$ cat src/rtl/pipeline_hazard_ctrl.sv
// rtl/pipeline_hazard_ctrl.sv - hazard/flush/halt sequencer for the 5-stage pipeline
//
// Decides each cycle whether PC and IF/ID advance, inserts ID/EX bubbles on
// data hazards, flushes the wrong path on EX redirects, selects EX operand
// forwarding and runs the halt-ecall drain sequence.
//
// Build option: HAZARD_FORWARDING_EN
//   defined   - forwarding mode: only load-use and WB matches stall, fwd_a/fwd_b live
//   undefined - full interlock: any EX/MEM/WB match stalls, fwd_a/fwd_b tied to 00
//
// Ports
//   clk, reset                        clock, async active-low reset
//   id_rs1/2, id_use_rs1/2            sources of the instruction in IF/ID
//   id_is_halt_ecall                  IF/ID holds a halting ecall
//   ex_rs1/2                          sources held in ID/EX (forwarding only)
//   ex_rd/ex_reg_write/ex_mem_read    ID/EX destination info
//   mem_rd/mem_reg_write              EX/MEM destination info
//   wb_rd/wb_reg_write                MEM/WB destination info
//   ex_redirect                       branch/jump redirect resolved in EX
//   pc_write, if_id_write             advance enables
//   if_id_flush, id_ex_bubble         NOP / zero-control injection
//   fwd_a, fwd_b                      00 ID/EX data, 01 EX/MEM alu_out, 10 WB rd_din
//   is_halted                         sticky halt flag
//   stall_count                       saturating count of hazard-stall cycles

module pipeline_hazard_ctrl #(
  parameter int DRAIN_CYCLES = 4,
  parameter int CNT_W        = 16
) (
  input  logic             clk,
  input  logic             reset,
  input  logic [4:0]       id_rs1,
  input  logic [4:0]       id_rs2,
  input  logic             id_use_rs1,
  input  logic             id_use_rs2,
  input  logic             id_is_halt_ecall,
  input  logic [4:0]       ex_rs1,
  input  logic [4:0]       ex_rs2,
  input  logic [4:0]       ex_rd,
  input  logic             ex_reg_write,
  input  logic             ex_mem_read,
  input  logic [4:0]       mem_rd,
  input  logic             mem_reg_write,
  input  logic [4:0]       wb_rd,
  input  logic             wb_reg_write,
  input  logic             ex_redirect,
  output logic             pc_write,
  output logic             if_id_write,
  output logic             if_id_flush,
  output logic             id_ex_bubble,
  output logic [1:0]       fwd_a,
  output logic [1:0]       fwd_b,
  output logic             is_halted,
  output logic [CNT_W-1:0] stall_count
);

  localparam int DW = (DRAIN_CYCLES > 1) ? $clog2(DRAIN_CYCLES) : 1;

  typedef enum logic [1:0] {
    ST_RUN    = 2'd0,
    ST_DRAIN  = 2'd1,
    ST_HALTED = 2'd2
  } state_e;

  state_e            state_q, state_d;
  logic [DW-1:0]     drain_cnt_q, drain_cnt_d;
  logic              is_halted_q, is_halted_d;
  logic [CNT_W-1:0]  stall_count_q, stall_count_d;

  logic rs1_hz, rs2_hz, hazard;

  // x0 is hardwired to zero, so a write to it never creates a dependency.
  function automatic logic reg_match(input logic [4:0] src, input logic [4:0] rd,
                                     input logic we);
    return we && (rd != 5'd0) && (src == rd);
  endfunction

`ifdef HAZARD_FORWARDING_EN
  // Only a load in EX cannot be forwarded in time. The register file has no
  // write-through, so a WB producer still has to be waited out.
  assign rs1_hz = reg_match(id_rs1, ex_rd, ex_reg_write && ex_mem_read) ||
                  reg_match(id_rs1, wb_rd, wb_reg_write);
  assign rs2_hz = reg_match(id_rs2, ex_rd, ex_reg_write && ex_mem_read) ||
                  reg_match(id_rs2, wb_rd, wb_reg_write);

  // The younger producer (EX/MEM) holds the newer value and wins over WB.
  function automatic logic [1:0] fwd_sel(input logic [4:0] src);
    if (reg_match(src, mem_rd, mem_reg_write))     return 2'b01;
    else if (reg_match(src, wb_rd, wb_reg_write))  return 2'b10;
    else                                           return 2'b00;
  endfunction

  assign fwd_a = reset ? fwd_sel(ex_rs1) : 2'b00;
  assign fwd_b = reset ? fwd_sel(ex_rs2) : 2'b00;
`else
  // Full interlock: the consumer waits until every older producer has retired.
  assign rs1_hz = reg_match(id_rs1, ex_rd, ex_reg_write) ||
                  reg_match(id_rs1, mem_rd, mem_reg_write) ||
                  reg_match(id_rs1, wb_rd, wb_reg_write);
  assign rs2_hz = reg_match(id_rs2, ex_rd, ex_reg_write) ||
                  reg_match(id_rs2, mem_rd, mem_reg_write) ||
                  reg_match(id_rs2, wb_rd, wb_reg_write);

  assign fwd_a = 2'b00;
  assign fwd_b = 2'b00;

  wire unused_fwd_inputs = &{1'b0, ex_rs1, ex_rs2, ex_mem_read};
`endif

  assign hazard = (id_use_rs1 && rs1_hz) || (id_use_rs2 && rs2_hz);

  always_comb begin
    state_d       = state_q;
    drain_cnt_d   = drain_cnt_q;
    is_halted_d   = is_halted_q;
    stall_count_d = stall_count_q;
    pc_write      = 1'b0;
    if_id_write   = 1'b0;
    if_id_flush   = 1'b0;
    id_ex_bubble  = 1'b0;

    case (state_q)
      ST_RUN: begin
        if (ex_redirect) begin
          // Everything in IF/ID is wrong-path, including a halt ecall there.
          if_id_flush  = 1'b1;
          id_ex_bubble = 1'b1;
          pc_write     = 1'b1;
          if_id_write  = 1'b1;
        end else if (hazard) begin
          id_ex_bubble = 1'b1;
          if (stall_count_q != '1) stall_count_d = stall_count_q + CNT_W'(1);
        end else if (id_is_halt_ecall) begin
          // Freeze fetch; the ecall itself still moves into ID/EX.
          state_d     = ST_DRAIN;
          drain_cnt_d = '0;
        end else begin
          pc_write    = 1'b1;
          if_id_write = 1'b1;
        end
      end

      ST_DRAIN: begin
        id_ex_bubble = 1'b1;
        drain_cnt_d  = drain_cnt_q + DW'(1);
        if (drain_cnt_q == DW'(DRAIN_CYCLES - 1)) begin
          state_d     = ST_HALTED;
          drain_cnt_d = '0;
          is_halted_d = 1'b1;
        end
      end

      ST_HALTED: begin
        id_ex_bubble = 1'b1;
        is_halted_d  = 1'b1;
      end

      default: begin
        state_d = ST_RUN;
      end
    endcase

    // Hold the pipeline completely still while reset is asserted.
    if (!reset) begin
      pc_write     = 1'b0;
      if_id_write  = 1'b0;
      if_id_flush  = 1'b0;
      id_ex_bubble = 1'b0;
    end
  end

  always_ff @(posedge clk or negedge reset) begin
    if (!reset) begin
      state_q       <= ST_RUN;
      drain_cnt_q   <= '0;
      is_halted_q   <= 1'b0;
      stall_count_q <= '0;
    end else begin
      state_q       <= state_d;
      drain_cnt_q   <= drain_cnt_d;
      is_halted_q   <= is_halted_d;
      stall_count_q <= stall_count_d;
    end
  end

  assign is_halted   = is_halted_q;
  assign stall_count = stall_count_q;

endmodule

$ cat config.mk
export PLATFORM = sky130hd
export DESIGN_NAME = pipeline_hazard_ctrl
export DESIGN_NICKNAME = d
export VERILOG_FILES = /design/src/rtl/pipeline_hazard_ctrl.sv
export SDC_FILE = /design/constraint.sdc
export NUM_CORES = 1
export LEC_CHECK = 0
export CORE_MARGIN = 10
export CORE_UTILIZATION = 48
export CTS_BUF_LIST = sky130_fd_sc_hd__clkbuf_8
export CTS_CLUSTER_SIZE = 40
export DETAILED_ROUTE_END_ITERATION = 8
export PLACE_DENSITY = 0.88
export SLEW_MARGIN = 20
export SYNTH_ARGS = -nofsm -noshare
export SYNTH_HDL_FRONTEND = slang
export SYNTH_SLANG_ARGS = --single-unit
$ cat constraint.sdc
create_clock -name clk -period 4 [get_ports clk]
set_input_delay 0.8 -clock clk [delete_from_list [all_inputs] [get_ports clk]]
set_output_delay 0.8 -clock clk [all_outputs]
set_load 0.02 [all_outputs]
==> key figures, run 1 <==
Critical path
  – Worst R2R Start: stall_count[0]
  – Cell breakdown of the critical path: clkdlybuf4s50_1 > or4_1 > o21ai_2 > nor4_1 > o31ai_4 > a31oi_1 > o211a_1 > dlygate4sd2_1
  – WP buf/inv: 2
  – Crit path largest cell delay: 0.55 ns
  – Worst EP required: between 3 and 4 ns
  – Worst Path Max Fanout: 4
  – Capturing point of the worst reg2reg path: stall_count[1]
  – WS Path Type: in2out
  – Startpoint types: input port
  – FF-to-FF setup slack: between 1.5 and 2 ns
  – Family with the most delay on the worst path: compound AO/OA/AOI/OAI gates
  – CP Data Arrival Time: just over 3 ns
  – FF-to-FF path depth: 7
  – Slowest stage cell, crit path: or4_1
  – CP endpoint kind: primary output

Clock tree
  – Total CTS buffers: 3
  – Hold buffer count at cts: 0
  – Worst skew pair latency: roughly 0.25 ns
  – Resize count post-CTS: 6
  – Post-CTS Setup Inserts: 0
  – Reg clk slew, reported paths: 0.07 ns
  – H-tree depth: 1
  – Clock Tree Root: clkbuf_8
  – Clk sink count: 21
  – CTS Buffer Depth: 2
  – CTS tree: built

Cells and area
  – Layout cells sized above 1: between 10% and 20%
  – Area growth, synth to finish: 47.1%
  – Antenna Cells: 0
  – Post-route insts no fill: ~300
  – Fin nets: 307

Drt
  – Average wire per standard cell: ~16 um
  – DR vias: approximately 1600
  – Total wire length: between 4 and 5 mm
  – Number of vias per cell: about 5.3
  – Detailed Route Iter0 Violations: around 120
  – TritonRoute pass-1 iters: 4
  – DRC: 0
  – Post-DRT Antenna Nets: 0

Synth
  – Post-synthesis cell type count: 40
  – Yosys reg bits: 21
  – Largest cells by area after synthesis: dfrtp_1 (31%), xor2_1 (14%), xnor2_1 (9.3%)
  – Dominant cell by count in the synthesized netlist: xor2_1
  – Post-synthesis average cell area: 9.48 um^2
  – Top cells by instance count after synthesis: xor2_1 (27), dfrtp_1 (21), xnor2_1 (18)
  – Cell Area, Synth: 1700 um^2
  – Post-synth EDFFs: 0
  – Main synth FF type: dfrtp_1
  – Ys Warns: 0
  – Post-Syn Instances: 179
  – Share of the synthesized area in the top cell type: just over 30%
  – Asr flop ratio synth: 100%
  – Post-synth top area cell: dfrtp_1
  – Sequential fraction of the synthesis area: 31.0%

Placement
  – Final Wtd Congestion: roughly 0.84
  – HPWL after detailed placement: about 4 mm
  – Placed insts: between 200 and 300
  – # port buffers: 54

Power and ir drop
  – Net switching power: approximately 290 uW
  – Clk network pwr share: ~18%
  – Sequential Power Share: between 30% and 40%
  – Sw Ratio: around 38%
  – Power Density: 309 nW/um^2
  – Gate power share: between 40 and 50%
  – Worst VDD drop: around 160 uV
  – P_int: about 480 uW
  – LEAKAGE: 0.00107 uW

GRT
  – Largest net degree at the start of global routing: 19
  – First-pass GRT wire length: between 8 and 9 mm
  – Grt ovf: 0
  – Initial antenna violation count: 0
  – Vias in the first global route: approximately 1800
  – GRT Overall Usage: 15.4%

Die
  – # IOs: 70
  – Die width: 79.5 um
  – Row count: 21
  – Initial core utilization: 50.4%
  – Chip Height: just under 80 um
  – Total core area: 3360 um^2
  – Die area: ~6300 um^2

STA
  – # setup viols final: 0
  – Post-route clock period utilization: 97.6%
  – Max-slew violations: 0
  – Slew headroom: 59.5%
  – Total negative setup slack: 0 ns
  – Slew @ Worst Pin: approximately 0.60 ns
  – Fmax: around 260 MHz
  – Final hold vios: 0
  – Post-layout minimum cycle time: 3.91 ns
  – Clock Skews: 0.00237 ns

Hold path
  – Hold Path Stages: 1
  – Hold_sp: is_halted
  – Hold Path Sink: is_halted
  – Worst hold path class: reg2reg

Run
  – Max-cap violations: 0

Status
  – Outcome: finished, final reports clean
[worst reg2reg max path: cells and delay by family (launching register included)]
kind | cells | cell delay (ns)
AND/OR/NAND/NOR | 4 | 1.04
flip-flops | 1 | 0.42
multiplexers | 1 | 0.35
adder cells (fa/ha/maj) | 1 | 0.20
AO/OA/AOI/OAI | 1 | 0.15
[layout make-up]
class	count	area, um^2
fillers	254	867
multi-input cells	144	1120
clock buffers	3	41.3
repair buffers	78	717
clock inverters	1	5.00
inverters	8	30.0
well taps	46	57.6
flip-flops and latches	21	526
[power by group through the flow]
stage	sequential, uW	clock (uW)	combinational, uW
after global routing	275	148	402
after detailed placement	276	0	367
after floorplan	279	0	212
after CTS	271	137	364
final	271	136	364
after global placement	272	0	352
[layer usage]
layer	vias to the layer above	wire length (um)	track usage (%)
li1	791	-	-
met1	750	1930	16.0
met2	61	2460	27.8
met3	8	389	4.95
met4	0	95	5.73
met5	-	0	0
[sequential cells by signal, indices dropped and copies added (netlist names)]
signal,cells
state_q,2
is_halted,1
drain_cnt_q,2
stall_count,16
[placed cells by master (no fill, tap or decap), types with 4 or more instances in the layout]
cell type        count
clkdlybuf4s50_1     51
xor2_1              27
buf_4               24
dfrtp_1             21
xnor2_1             18
a211oi_1            14
nand3_1             11
nand2_1              9
inv_1                8
nand4_1              6
ha_1                 6
nor2_1               5
conb_1               4
[per-stage QoR]
| step | total power, uW | hold slack (ns) | instance area (um^2) | setup WS, ns | util [%] |
|---|---|---|---|---|---|
| floorplan | 491 | 0.504 | 1710 | 0.420 | - |
| global placement | 624 | 0.470 | 2430 | -0.210 | 72.2 |
| detailed placement | 643 | 0.475 | 2430 | -0.240 | 72.2 |
| CTS | 773 | 0.497 | 2490 | 0.0876 | 74.1 |
| global route | 825 | 0.536 | 2500 | -0.000593 | 74.2 |
| finish | 772 | 0.494 | 2500 | 0.0948 | 74.2 |
[logic make-up after synthesis]
kind of cell    count (synthesis)  share of synthesized area [%]
mux                             1                          0.664
simple gates                   51                           17.3
fa+ha+maj                       6                           4.42
xor+xnor                       45                           23.2
other cells                     1                          0.221
flops                          21                           31.0
compound gates                 37                           18.1
buf+inv                        17                           5.16
[worst max path at each step]
stage / startpoint / to / slack, ns / cells past startpoint
floorplan: ex_rd[1] / pc_write / 0.42 / 8
global placement: mem_rd[2] / id_ex_bubble / -0.21 / 8
detailed placement: mem_rd[2] / id_ex_bubble / -0.24 / 8
CTS: mem_rd[2] / id_ex_bubble / 0.09 / 8
global route: mem_rd[2] / id_ex_bubble / -0.0006 / 8
finish: mem_rd[2] / id_ex_bubble / 0.09 / 8
No activity file was read; power rests on OpenSTA's default activity.
==> inputs of run 2 (changes only) <==
GPL_ROUTABILITY_DRIVEN = 0   (was unset)
SLEW_MARGIN = unset   (was 20)
==> results of run 2 <==
No change in the layout: final DEF, timing and power equal those of run 1.
